### src/rtl/player_pkg.sv
// rtl/player_pkg.sv - shared types and constants for the player block
package player_pkg;

    typedef enum logic [1:0] {
        ST_HOLD = 2'd0,
        ST_RISE = 2'd1,
        ST_FALL = 2'd2,
        ST_DEAD = 2'd3
    } state_t;

    localparam int SCREEN_H = 768;
    localparam int X_W      = 11;
    localparam int Y_W      = 10;
    localparam int V_W      = 9;
    localparam int CALC_W   = 12;
    localparam int RGB_W    = 12;

    localparam logic [1:0] GS_MENU = 2'd0;
    localparam logic [1:0] GS_RUN  = 2'd1;

    typedef logic signed [V_W-1:0]    vel_t;
    typedef logic signed [CALC_W-1:0] calc_t;

    // Screen y cannot go above the top edge.
    function automatic logic [Y_W-1:0] clamp_y(input calc_t v);
        return (v < 0) ? '0 : v[Y_W-1:0];
    endfunction

endpackage

### src/rtl/player_kinematics_if.sv
// rtl/player_kinematics_if.sv - beam, sprite ROM and pixel output bundle
interface player_kinematics_if #(
    parameter int ADDR_W = 14
);
    import player_pkg::*;

    logic [X_W-1:0]    beam_x;
    logic [Y_W-1:0]    beam_y;
    logic [ADDR_W-1:0] rom_addr;
    logic [RGB_W-1:0]  rom_rgb;
    logic              rom_alpha;
    logic [RGB_W-1:0]  color;
    logic              is_transparent;

    modport master (
        output beam_x, beam_y, rom_rgb, rom_alpha,
        input  rom_addr, color, is_transparent
    );

    modport slave (
        input  beam_x, beam_y, rom_rgb, rom_alpha,
        output rom_addr, color, is_transparent
    );

endinterface

### src/rtl/player_sprite_fetch.sv
// rtl/player_sprite_fetch.sv - three-stage sprite hit test and ROM fetch
module player_sprite_fetch
    import player_pkg::*;
#(
    parameter int SPRITE_W = 80,
    parameter int SPRITE_H = 80,
    parameter int ADDR_W   = 14
) (
    input  logic              clk,
    input  logic              rst,
    input  logic [X_W-1:0]    i_x,
    input  logic [Y_W-1:0]    i_y,
    input  logic              i_facing,
    input  logic [X_W-1:0]    i_beam_x,
    input  logic [Y_W-1:0]    i_beam_y,
    input  logic [RGB_W-1:0]  i_rom_rgb,
    input  logic              i_rom_alpha,
    output logic [ADDR_W-1:0] o_rom_addr,
    output logic [RGB_W-1:0]  o_color,
    output logic              o_is_transparent
);

    localparam logic [CALC_W-1:0] L_SW     = CALC_W'(SPRITE_W);
    localparam logic [CALC_W-1:0] L_SH     = CALC_W'(SPRITE_H);
    localparam logic [ADDR_W-1:0] L_ROW    = ADDR_W'(SPRITE_W);
    localparam logic [ADDR_W-1:0] L_FRAME  = ADDR_W'(SPRITE_W * SPRITE_H);

    logic [CALC_W-1:0] w_bx, w_by, w_px, w_py, w_dx, w_dy;
    logic              w_hit;
    logic [ADDR_W-1:0] w_addr;

    logic              r_hit_d1;
    logic              r_hit_d2;
    logic [ADDR_W-1:0] r_rom_addr;
    logic [RGB_W-1:0]  r_color;
    logic              r_transparent;

    // Widen to a common unsigned width so x+W and y+H cannot wrap.
    assign w_bx  = {1'b0, i_beam_x};
    assign w_px  = {1'b0, i_x};
    assign w_by  = {2'b00, i_beam_y};
    assign w_py  = {2'b00, i_y};
    assign w_dx  = w_bx - w_px;
    assign w_dy  = w_by - w_py;
    assign w_hit = (w_bx >= w_px) && (w_bx < w_px + L_SW) &&
                   (w_by >= w_py) && (w_by < w_py + L_SH);

    // Left-facing frame is stored directly after the right-facing one.
    assign w_addr = (i_facing ? L_FRAME : '0) + ADDR_W'(w_dy) * L_ROW + ADDR_W'(w_dx);

    // Stage 1: register the hit and launch the ROM address; misses keep the old address.
    always_ff @(posedge clk) begin
        if (rst) begin
            r_hit_d1   <= 1'b0;
            r_rom_addr <= '0;
        end else begin
            r_hit_d1 <= w_hit;
            if (w_hit) begin
                r_rom_addr <= w_addr;
            end
        end
    end

    // Stage 2: hit travels alongside the ROM read latency.
    always_ff @(posedge clk) begin
        if (rst) begin
            r_hit_d2 <= 1'b0;
        end else begin
            r_hit_d2 <= r_hit_d1;
        end
    end

    // Stage 3: capture ROM data for owned pixels; colour holds across misses.
    always_ff @(posedge clk) begin
        if (rst) begin
            r_color       <= '0;
            r_transparent <= 1'b1;
        end else if (r_hit_d2) begin
            r_color       <= i_rom_rgb;
            r_transparent <= i_rom_alpha;
        end else begin
            r_transparent <= 1'b1;
        end
    end

    assign o_rom_addr       = r_rom_addr;
    assign o_color          = r_color;
    assign o_is_transparent = r_transparent;

endmodule

### src/rtl/player_kinematics.sv
// rtl/player_kinematics.sv - player physics state machine and sprite pixel source
module player_kinematics
    import player_pkg::*;
#(
    parameter int SPRITE_W    = 80,
    parameter int SPRITE_H    = 80,
    parameter int FIELD_LEFT  = 300,
    parameter int FIELD_RIGHT = 642,
    parameter int START_X     = 472,
    parameter int START_Y     = 687,
    parameter int JUMP_V      = 40,
    parameter int BOOST_V     = 64,
    parameter int GRAVITY     = 4,
    parameter int VMAX        = 48
) (
    input  logic                  clk,
    input  logic                  rst,
    input  logic                  i_frame_tick,
    input  logic [1:0]            i_game_state,
    input  logic signed [V_W-1:0] i_delta_x,
    input  logic                  i_land,
    input  logic                  i_boost,
    input  logic [Y_W-1:0]        i_ground_y,
    player_kinematics_if.slave    pix,
    output logic [X_W-1:0]        o_doodle_x,
    output logic [Y_W-1:0]        o_doodle_y,
    output logic signed [V_W-1:0] o_vel_y,
    output logic                  o_falling,
    output logic                  o_facing_left,
    output logic                  o_dead
);

    localparam int ADDR_W = $clog2(2 * SPRITE_W * SPRITE_H);

    localparam vel_t             L_JUMP     = vel_t'(-JUMP_V);
    localparam vel_t             L_BOOST    = vel_t'(-BOOST_V);
    localparam vel_t             L_GRAV     = vel_t'(GRAVITY);
    localparam vel_t             L_VMAX     = vel_t'(VMAX);
    localparam calc_t            L_SPR_H    = calc_t'(SPRITE_H);
    localparam calc_t            L_SCREEN   = calc_t'(SCREEN_H);
    localparam calc_t            L_LEFT     = calc_t'(FIELD_LEFT);
    localparam calc_t            L_RIGHT    = calc_t'(FIELD_RIGHT);
    localparam logic [X_W-1:0]   L_WRAP_L   = X_W'(FIELD_RIGHT - 1);
    localparam logic [X_W-1:0]   L_WRAP_R   = X_W'(FIELD_LEFT + 1);
    localparam logic [X_W-1:0]   L_START_X  = X_W'(START_X);
    localparam logic [Y_W-1:0]   L_START_Y  = Y_W'(START_Y);
    localparam logic [Y_W-1:0]   L_LAND_OFS = Y_W'(SPRITE_H + 1);

    state_t         r_state;
    logic [X_W-1:0] r_x;
    logic [Y_W-1:0] r_y;
    vel_t           r_vel;
    logic           r_facing;
    logic           r_falling;
    logic           r_dead;

    logic           w_run;
    calc_t          w_y_ext, w_vel_ext, w_y_sum;
    calc_t          w_x_ext, w_dx_ext, w_x_sum;
    logic           w_die;
    vel_t           w_vel_inc, w_vel_next;
    logic [X_W-1:0] w_x_next;
    logic [Y_W-1:0] w_land_y;
    logic           w_facing_next;
    logic           w_contact;

    assign w_run     = (i_game_state == GS_RUN);
    assign w_contact = i_land | i_boost;

    // Vertical step in 12-bit signed so an upward move past the top edge is detectable.
    assign w_y_ext   = calc_t'({2'b00, r_y});
    assign w_vel_ext = {{(CALC_W-V_W){r_vel[V_W-1]}}, r_vel};
    assign w_y_sum   = w_y_ext + w_vel_ext;
    assign w_die     = (w_y_sum + L_SPR_H) >= L_SCREEN;

    assign w_vel_inc  = r_vel + L_GRAV;
    assign w_vel_next = (w_vel_inc > L_VMAX) ? L_VMAX : w_vel_inc;

    assign w_land_y   = i_ground_y - L_LAND_OFS;

    // Horizontal wrap: crossing either threshold re-enters just inside the opposite side.
    assign w_x_ext  = calc_t'({1'b0, r_x});
    assign w_dx_ext = {{(CALC_W-V_W){i_delta_x[V_W-1]}}, i_delta_x};
    assign w_x_sum  = w_x_ext + w_dx_ext;
    assign w_x_next = (w_x_sum <= L_LEFT)  ? L_WRAP_L :
                      (w_x_sum >= L_RIGHT) ? L_WRAP_R :
                      w_x_sum[X_W-1:0];

    assign w_facing_next = (i_delta_x < 0) ? 1'b1 :
                           (i_delta_x > 0) ? 1'b0 : r_facing;

    // Movement state machine: all physics happens on frame ticks only.
    always_ff @(posedge clk) begin
        if (rst) begin
            r_state   <= ST_HOLD;
            r_x       <= L_START_X;
            r_y       <= L_START_Y;
            r_vel     <= '0;
            r_facing  <= 1'b0;
            r_falling <= 1'b0;
            r_dead    <= 1'b0;
        end else begin
            r_dead <= 1'b0;
            if (i_frame_tick) begin
                if (w_run && r_state != ST_DEAD) begin
                    r_facing <= w_facing_next;
                end
                case (r_state)
                    ST_HOLD: begin
                        if (w_run) begin
                            r_state   <= ST_RISE;
                            r_vel     <= L_JUMP;
                            r_falling <= 1'b0;
                        end
                    end
                    ST_RISE, ST_FALL: begin
                        if (w_run) begin
                            if (r_state == ST_FALL && w_contact) begin
                                // Landing beats death; spring wins over plain platform.
                                r_state   <= ST_RISE;
                                r_falling <= 1'b0;
                                r_y       <= w_land_y;
                                r_vel     <= i_boost ? L_BOOST : L_JUMP;
                                r_x       <= w_x_next;
                            end else if (r_state == ST_FALL && w_die) begin
                                r_state   <= ST_DEAD;
                                r_falling <= 1'b0;
                                r_dead    <= 1'b1;
                            end else begin
                                r_y   <= clamp_y(w_y_sum);
                                r_vel <= w_vel_next;
                                r_x   <= w_x_next;
                                if (r_state == ST_RISE && w_vel_next > 0) begin
                                    r_state   <= ST_FALL;
                                    r_falling <= 1'b1;
                                end
                            end
                        end
                    end
                    ST_DEAD: begin
                        if (i_game_state == GS_MENU) begin
                            r_state   <= ST_HOLD;
                            r_x       <= L_START_X;
                            r_y       <= L_START_Y;
                            r_vel     <= '0;
                            r_falling <= 1'b0;
                        end
                    end
                    default: begin
                        r_state <= ST_HOLD;
                    end
                endcase
            end
        end
    end

    player_sprite_fetch #(
        .SPRITE_W (SPRITE_W),
        .SPRITE_H (SPRITE_H),
        .ADDR_W   (ADDR_W)
    ) u_fetch (
        .clk              (clk),
        .rst              (rst),
        .i_x              (r_x),
        .i_y              (r_y),
        .i_facing         (r_facing),
        .i_beam_x         (pix.beam_x),
        .i_beam_y         (pix.beam_y),
        .i_rom_rgb        (pix.rom_rgb),
        .i_rom_alpha      (pix.rom_alpha),
        .o_rom_addr       (pix.rom_addr),
        .o_color          (pix.color),
        .o_is_transparent (pix.is_transparent)
    );

    assign o_doodle_x    = r_x;
    assign o_doodle_y    = r_y;
    assign o_vel_y       = r_vel;
    assign o_falling     = r_falling;
    assign o_facing_left = r_facing;
    assign o_dead        = r_dead;

endmodule
### src/flat_wrapper.sv
// flat-port wrapper written by rule: the top's interface ports become plain ports
module player_kinematics_flat import player_pkg::*;
#(
    parameter int SPRITE_W    = 80,
    parameter int SPRITE_H    = 80,
    parameter int FIELD_LEFT  = 300,
    parameter int FIELD_RIGHT = 642,
    parameter int START_X     = 472,
    parameter int START_Y     = 687,
    parameter int JUMP_V      = 40,
    parameter int BOOST_V     = 64,
    parameter int GRAVITY     = 4,
    parameter int VMAX        = 48
)
  (clk, rst, i_frame_tick, i_game_state, i_delta_x, i_land, i_boost, i_ground_y, o_doodle_x, o_doodle_y, o_vel_y, o_falling, o_facing_left, o_dead, pix_beam_x, pix_beam_y, pix_rom_rgb, pix_rom_alpha, pix_rom_addr, pix_color, pix_is_transparent);
  player_kinematics_if pix_i ();
  input  logic clk;
  input  logic rst;
  input  logic i_frame_tick;
  input  logic [1:0] i_game_state;
  input  logic signed [V_W-1:0] i_delta_x;
  input  logic i_land;
  input  logic i_boost;
  input  logic [Y_W-1:0] i_ground_y;
  output logic [X_W-1:0] o_doodle_x;
  output logic [Y_W-1:0] o_doodle_y;
  output logic signed [V_W-1:0] o_vel_y;
  output logic o_falling;
  output logic o_facing_left;
  output logic o_dead;
  input wire logic [$bits(pix_i.beam_x)-1:0] pix_beam_x;
  input wire logic [$bits(pix_i.beam_y)-1:0] pix_beam_y;
  input wire logic [$bits(pix_i.rom_rgb)-1:0] pix_rom_rgb;
  input wire logic [$bits(pix_i.rom_alpha)-1:0] pix_rom_alpha;
  output wire logic [$bits(pix_i.rom_addr)-1:0] pix_rom_addr;
  output wire logic [$bits(pix_i.color)-1:0] pix_color;
  output wire logic [$bits(pix_i.is_transparent)-1:0] pix_is_transparent;
  assign pix_i.beam_x = pix_beam_x;
  assign pix_i.beam_y = pix_beam_y;
  assign pix_i.rom_rgb = pix_rom_rgb;
  assign pix_i.rom_alpha = pix_rom_alpha;
  assign pix_rom_addr = pix_i.rom_addr;
  assign pix_color = pix_i.color;
  assign pix_is_transparent = pix_i.is_transparent;
  player_kinematics #(.SPRITE_W(SPRITE_W), .SPRITE_H(SPRITE_H), .FIELD_LEFT(FIELD_LEFT), .FIELD_RIGHT(FIELD_RIGHT), .START_X(START_X), .START_Y(START_Y), .JUMP_V(JUMP_V), .BOOST_V(BOOST_V), .GRAVITY(GRAVITY), .VMAX(VMAX)) u_core (.clk(clk), .rst(rst), .i_frame_tick(i_frame_tick), .i_game_state(i_game_state), .i_delta_x(i_delta_x), .i_land(i_land), .i_boost(i_boost), .i_ground_y(i_ground_y), .pix(pix_i), .o_doodle_x(o_doodle_x), .o_doodle_y(o_doodle_y), .o_vel_y(o_vel_y), .o_falling(o_falling), .o_facing_left(o_facing_left), .o_dead(o_dead));
endmodule
### config.mk
export PLATFORM = sky130hd
export DESIGN_NAME = player_kinematics_flat
export DESIGN_NICKNAME = d
export VERILOG_FILES = /design/src/rtl/player_pkg.sv /design/src/rtl/player_kinematics_if.sv /design/src/rtl/player_sprite_fetch.sv /design/src/rtl/player_kinematics.sv /design/src/flat_wrapper.sv
export SDC_FILE = /design/constraint.sdc
export NUM_CORES = 1
export LEC_CHECK = 0
export ABC_AREA = 1
export BUFFER_PORTS_ARGS = -buffer_cell sky130_fd_sc_hd__buf_2
export CAP_MARGIN = 20
export CORE_ASPECT_RATIO = 2
export CORE_UTILIZATION = 45
export DETAILED_ROUTE_END_ITERATION = 7
export PLACE_DENSITY_LB_ADDON = 0.05
export RECOVER_POWER = 50
export SLEW_MARGIN = 10
export SYNTH_ARGS = -nofsm -noshare
export SYNTH_HDL_FRONTEND = slang
export SYNTH_SLANG_ARGS = --single-unit
### constraint.sdc
create_clock -name clk -period 11.37 [get_ports clk]
set_input_delay 2.274 -clock clk [delete_from_list [all_inputs] [get_ports clk]]
set_output_delay 2.274 -clock clk [all_outputs]
set_load 0.02 [all_outputs]
==> flow_metrics.env <==
export IMPL_area_growth_pct=14.8
export IMPL_fmax_mhz=157
export IMPL_syn_area_per_cell_sq_um=6.53
export IMPL_fp_dieArea_sq_um=15400
export IMPL_port_buffers=119
export IMPL_r2r_start="u_core.o_doodle_y[1]"
export IMPL_fin_nets=1303
export IMPL_sequentialPowerShare_pct=13.7
export IMPL_coreArea_sq_um=14400
export IMPL_num_fill_cells=1618
export IMPL_antenna_left=0
export IMPL_wirelength_mm=19.5
export IMPL_fin_crit_sh_pct=56.2
export IMPL_detail_route_vias_per_cell=5.11
export IMPL_cp_start_kind="input port"
export IMPL_crit_type="in -> reg"
export IMPL_swShare_pct=52.6
export IMPL_drc_errors=0
export IMPL_antenna_found_initial=0
export IMPL_power_frac_clock_pct=11.3
export IMPL_syn_inst=1024
export IMPL_max_slew_margin_rel_pct=4.10
export IMPL_tightest_slew_ps=1440
export IMPL_fp_dieH_um=174
export IMPL_vdd_drop_max_v=0.000168
export IMPL_clk_pin_slew_worst_paths_ps=60
export IMPL_drv_slew=0
export IMPL_insertion_delay_ps=340
export IMPL_cts_buffers=9
export IMPL_synth_seq_cells=64
export IMPL_cp_startpoint="pix_beam_y[0]"
export IMPL_timing_critical_path_to="u_core.u_fetch.o_rom_addr[13]"
export IMPL_final_cells=1337
export IMPL_post_cts_buffers=0
export IMPL_syn_area_sq_um=6680
export IMPL_worstPathMaxFanout=4
export IMPL_powerDensity_nw_per_um2=331
export IMPL_r2r_setup_slack_ps=6580
export IMPL_cts_hold_buf=0
export IMPL_total_power_mw=2.54
export IMPL_critPathCaptureType="flip-flop"
export IMPL_min_period_ps=6390
export IMPL_first_pass_iters=5
export IMPL_grt_pass1_vias=6740
export IMPL_num_rows=62
export IMPL_cts_sinks=64
export IMPL_wl_per_cell_um=14.6
export IMPL_internal_power_mw=1.20
export IMPL_multi_input_area_sq_um=4760
export IMPL_start_util_pct=46.3
export IMPL_overflow=0
export IMPL_syn_num_nets=1187
export IMPL_regArea_sq_um=1280
export IMPL_ios=120
export IMPL_drive_above_1_share_pct=9.87
export IMPL_synth_top_flop_cell="dfxtp_1"
export IMPL_grt_pass1_wl_mm=31.5
export IMPL_cts_buffer_depth=2
export IMPL_dpl_cell_count=1321
export IMPL_grt_setup_unrepaired="false"
export IMPL_leakage_nw=4.08
export IMPL_p_sw_mw=1.33
export IMPL_antennaDiodeCount=0
export IMPL_finalWeightedCongestion=0.900
export IMPL_ys_async_sr_fraction_pct=0
export IMPL_fin_tns_setup_ps=0
export IMPL_ys_types=49
export IMPL_dp_hpwl_mm=16.1
export IMPL_yosysSeqAreaShare_pct=19.2
export IMPL_cap_violations=0
export IMPL_ctsResizeCount=0
export IMPL_synth_edf_count=0
export IMPL_cts_root_buf="clkbuf_16"
export IMPL_grt_max_degree=32
export IMPL_drt_initial_drc_count=284
export IMPL_fp_dieW_um=88.2
export IMPL_required_ps=11590
export IMPL_grt_total_usage_pct=26.5
export IMPL_num_vias=6833
export IMPL_pwr_share_comb_pct=75.0
export IMPL_r2r_end="u_core.u_fetch.o_rom_addr[13]"
export IMPL_status="complete, no violations"
export IMPL_cts_max_level=3
export IMPL_finalHoldViolations=0
export IMPL_worstRegToRegCells=28
export IMPL_worstPathArrival_ps=6600
export IMPL_ys_warn_count=0
export IMPL_cts_tree="done"
export IMPL_setup_viol=0
export IMPL_fin_skew_ps=7.97
export IMPL_hp_class="reg -> reg"
==> worst min-delay path by stage <==
stage | to | start | cells past startpoint | slack, ps
after global routing | u_core.u_fetch.r_hit_d2 | u_core.u_fetch.r_hit_d1 | 2 | 430
after floorplan | u_core.u_fetch.r_hit_d2 | u_core.u_fetch.r_hit_d1 | 2 | 390
after CTS | u_core.u_fetch.r_hit_d2 | u_core.u_fetch.r_hit_d1 | 2 | 410
after global placement | u_core.u_fetch.r_hit_d2 | u_core.u_fetch.r_hit_d1 | 2 | 410
final | u_core.u_fetch.r_hit_d2 | u_core.u_fetch.r_hit_d1 | 2 | 410
after detailed placement | u_core.u_fetch.r_hit_d2 | u_core.u_fetch.r_hit_d1 | 2 | 400
==> cell type report <==
class                   count  area share [%]
clock buffers              11            3.16
inverters                 149            7.36
well taps                 192            3.13
clock inverters             5           0.734
flip-flops and latches     64            16.7
multi-input cells         796            62.1
repair buffers            120            6.84
==> layer usage <==
layer / wire (um) / global-route usage (%) / part of all wire (%) / vias to the layer above
li1: - / - / - / 3542
met1: 7440 / 27.3 / 38 / 3093
met2: 10600 / 49.5 / 54 / 147
met3: 507 / 3.28 / 2.6 / 51
met4: 979 / 14.7 / 5.0 / 0
met5: 0 / 0 / 0 / -
==> flip-flops by register name, summed over array words and instances (netlist names) <==
name and cells:
u_core.o_vel_y 9, u_core.o_dead 1, u_core.u_fetch.o_rom_addr 14, u_core.u_fetch.o_is_transparent 1, u_core.u_fetch.o_color 12, u_core.u_fetch.r_hit_d2 1
u_core.u_fetch.r_hit_d1 1, u_core.o_doodle_y 10, u_core.o_facing_left 1, u_core.r_state 2, u_core.o_doodle_x 11, u_core.o_falling 1
==> cell families after synthesis <==
logic type | Yosys count | share of synthesized area, %
AND/OR/NAND/NOR | 494 | 32.4
flip-flops | 64 | 19.2
AO/OA/AOI/OAI | 149 | 12.2
adder cells (fa/ha/maj) | 103 | 20.2
XOR/XNOR | 50 | 6.55
buffers and inverters | 164 | 9.59
==> power by group through the flow <==
stage          sequential (mW)  clock, mW  combinational (mW)
6_report                 0.348      0.287                1.90
5_1_grt                  0.356      0.305                2.19
4_1_cts                  0.347      0.293                1.93
3_5_place_dp             0.352          0                1.92
3_3_place_gp             0.352          0                1.91
2_1_floorplan            0.378          0                1.46
==> layout by cell type, fill, tap and decap left out, types with 5 or more instances in the layout <==
cell type    n
inv_1      143
nand3_1     55
dfxtp_1     64
ha_1        95
clkbuf_1    62
a21oi_1     67
xor2_1      32
clkbuf_16    9
nor3_1       8
buf_2       59
o21ai_0     52
nand2_2     12
xnor2_1     18
inv_2        5
nor2_1     123
fa_1         8
nand4_1     20
nand2_1    248
nand3_2      8
==> metrics by stage <==
stage,hold slack [ps],utilization [%],instance area [sq um],setup slack (ps)
after global routing,430,53.2,7670,4530
after global placement,409,51.6,7450,4660
after floorplan,388,-,6680,5090
after CTS,413,53.7,7750,4950
after detailed placement,402,51.6,7450,4610
final,412,53.2,7670,4980
==> cell usage after synthesis (2+ instances only) <==
library cell	instances	share of area [%]
nand2_1	248	14
inv_1	143	8.0
nor2_1	123	6.9
ha_1	95	18
a21oi_1	67	5.0
dfxtp_1	64	19
nand3_1	55	4.1
o21ai_0	52	3.9
xor2_1	32	4.2
nand4_1	20	1.9
xnor2_1	18	2.4
nand2_2	12	1.1
fa_1	8	2.4
nand3_2	8	1.2
nor3_1	8	0.60
clkbuf_1	7	0.39
inv_2	5	0.28
a21o_1	4	0.45
buf_2	4	0.30
nand3b_1	4	0.45
nor4_1	4	0.37
o21ai_1	4	0.30
o21bai_1	4	0.45
a211oi_1	3	0.34
nor2_2	3	0.28
o21a_1	3	0.34
a31oi_1	2	0.19
buf_1	2	0.11
or2_2	2	0.19
==> worst max-delay path, stage by stage <==
cell	delay, ps
buf_2	80
inv_1	60
ha_1	230
fa_1	400
o21ai_0	350
nand3_1	120
nand2_1	90
xor2_1	210
ha_1	270
ha_1	350
nand2_1	70
o21ai_0	250
xnor2_1	160
inv_1	60
fa_1	440
ha_1	350
nand2_1	80
o21ai_0	150
inv_1	50
o31ai_1	70
nand3b_1	170
nand3_1	100
nand2_1	80
nand2_1	40
nand2_1	50
a21oi_1	50
Power figures use the tool's default switching activity.
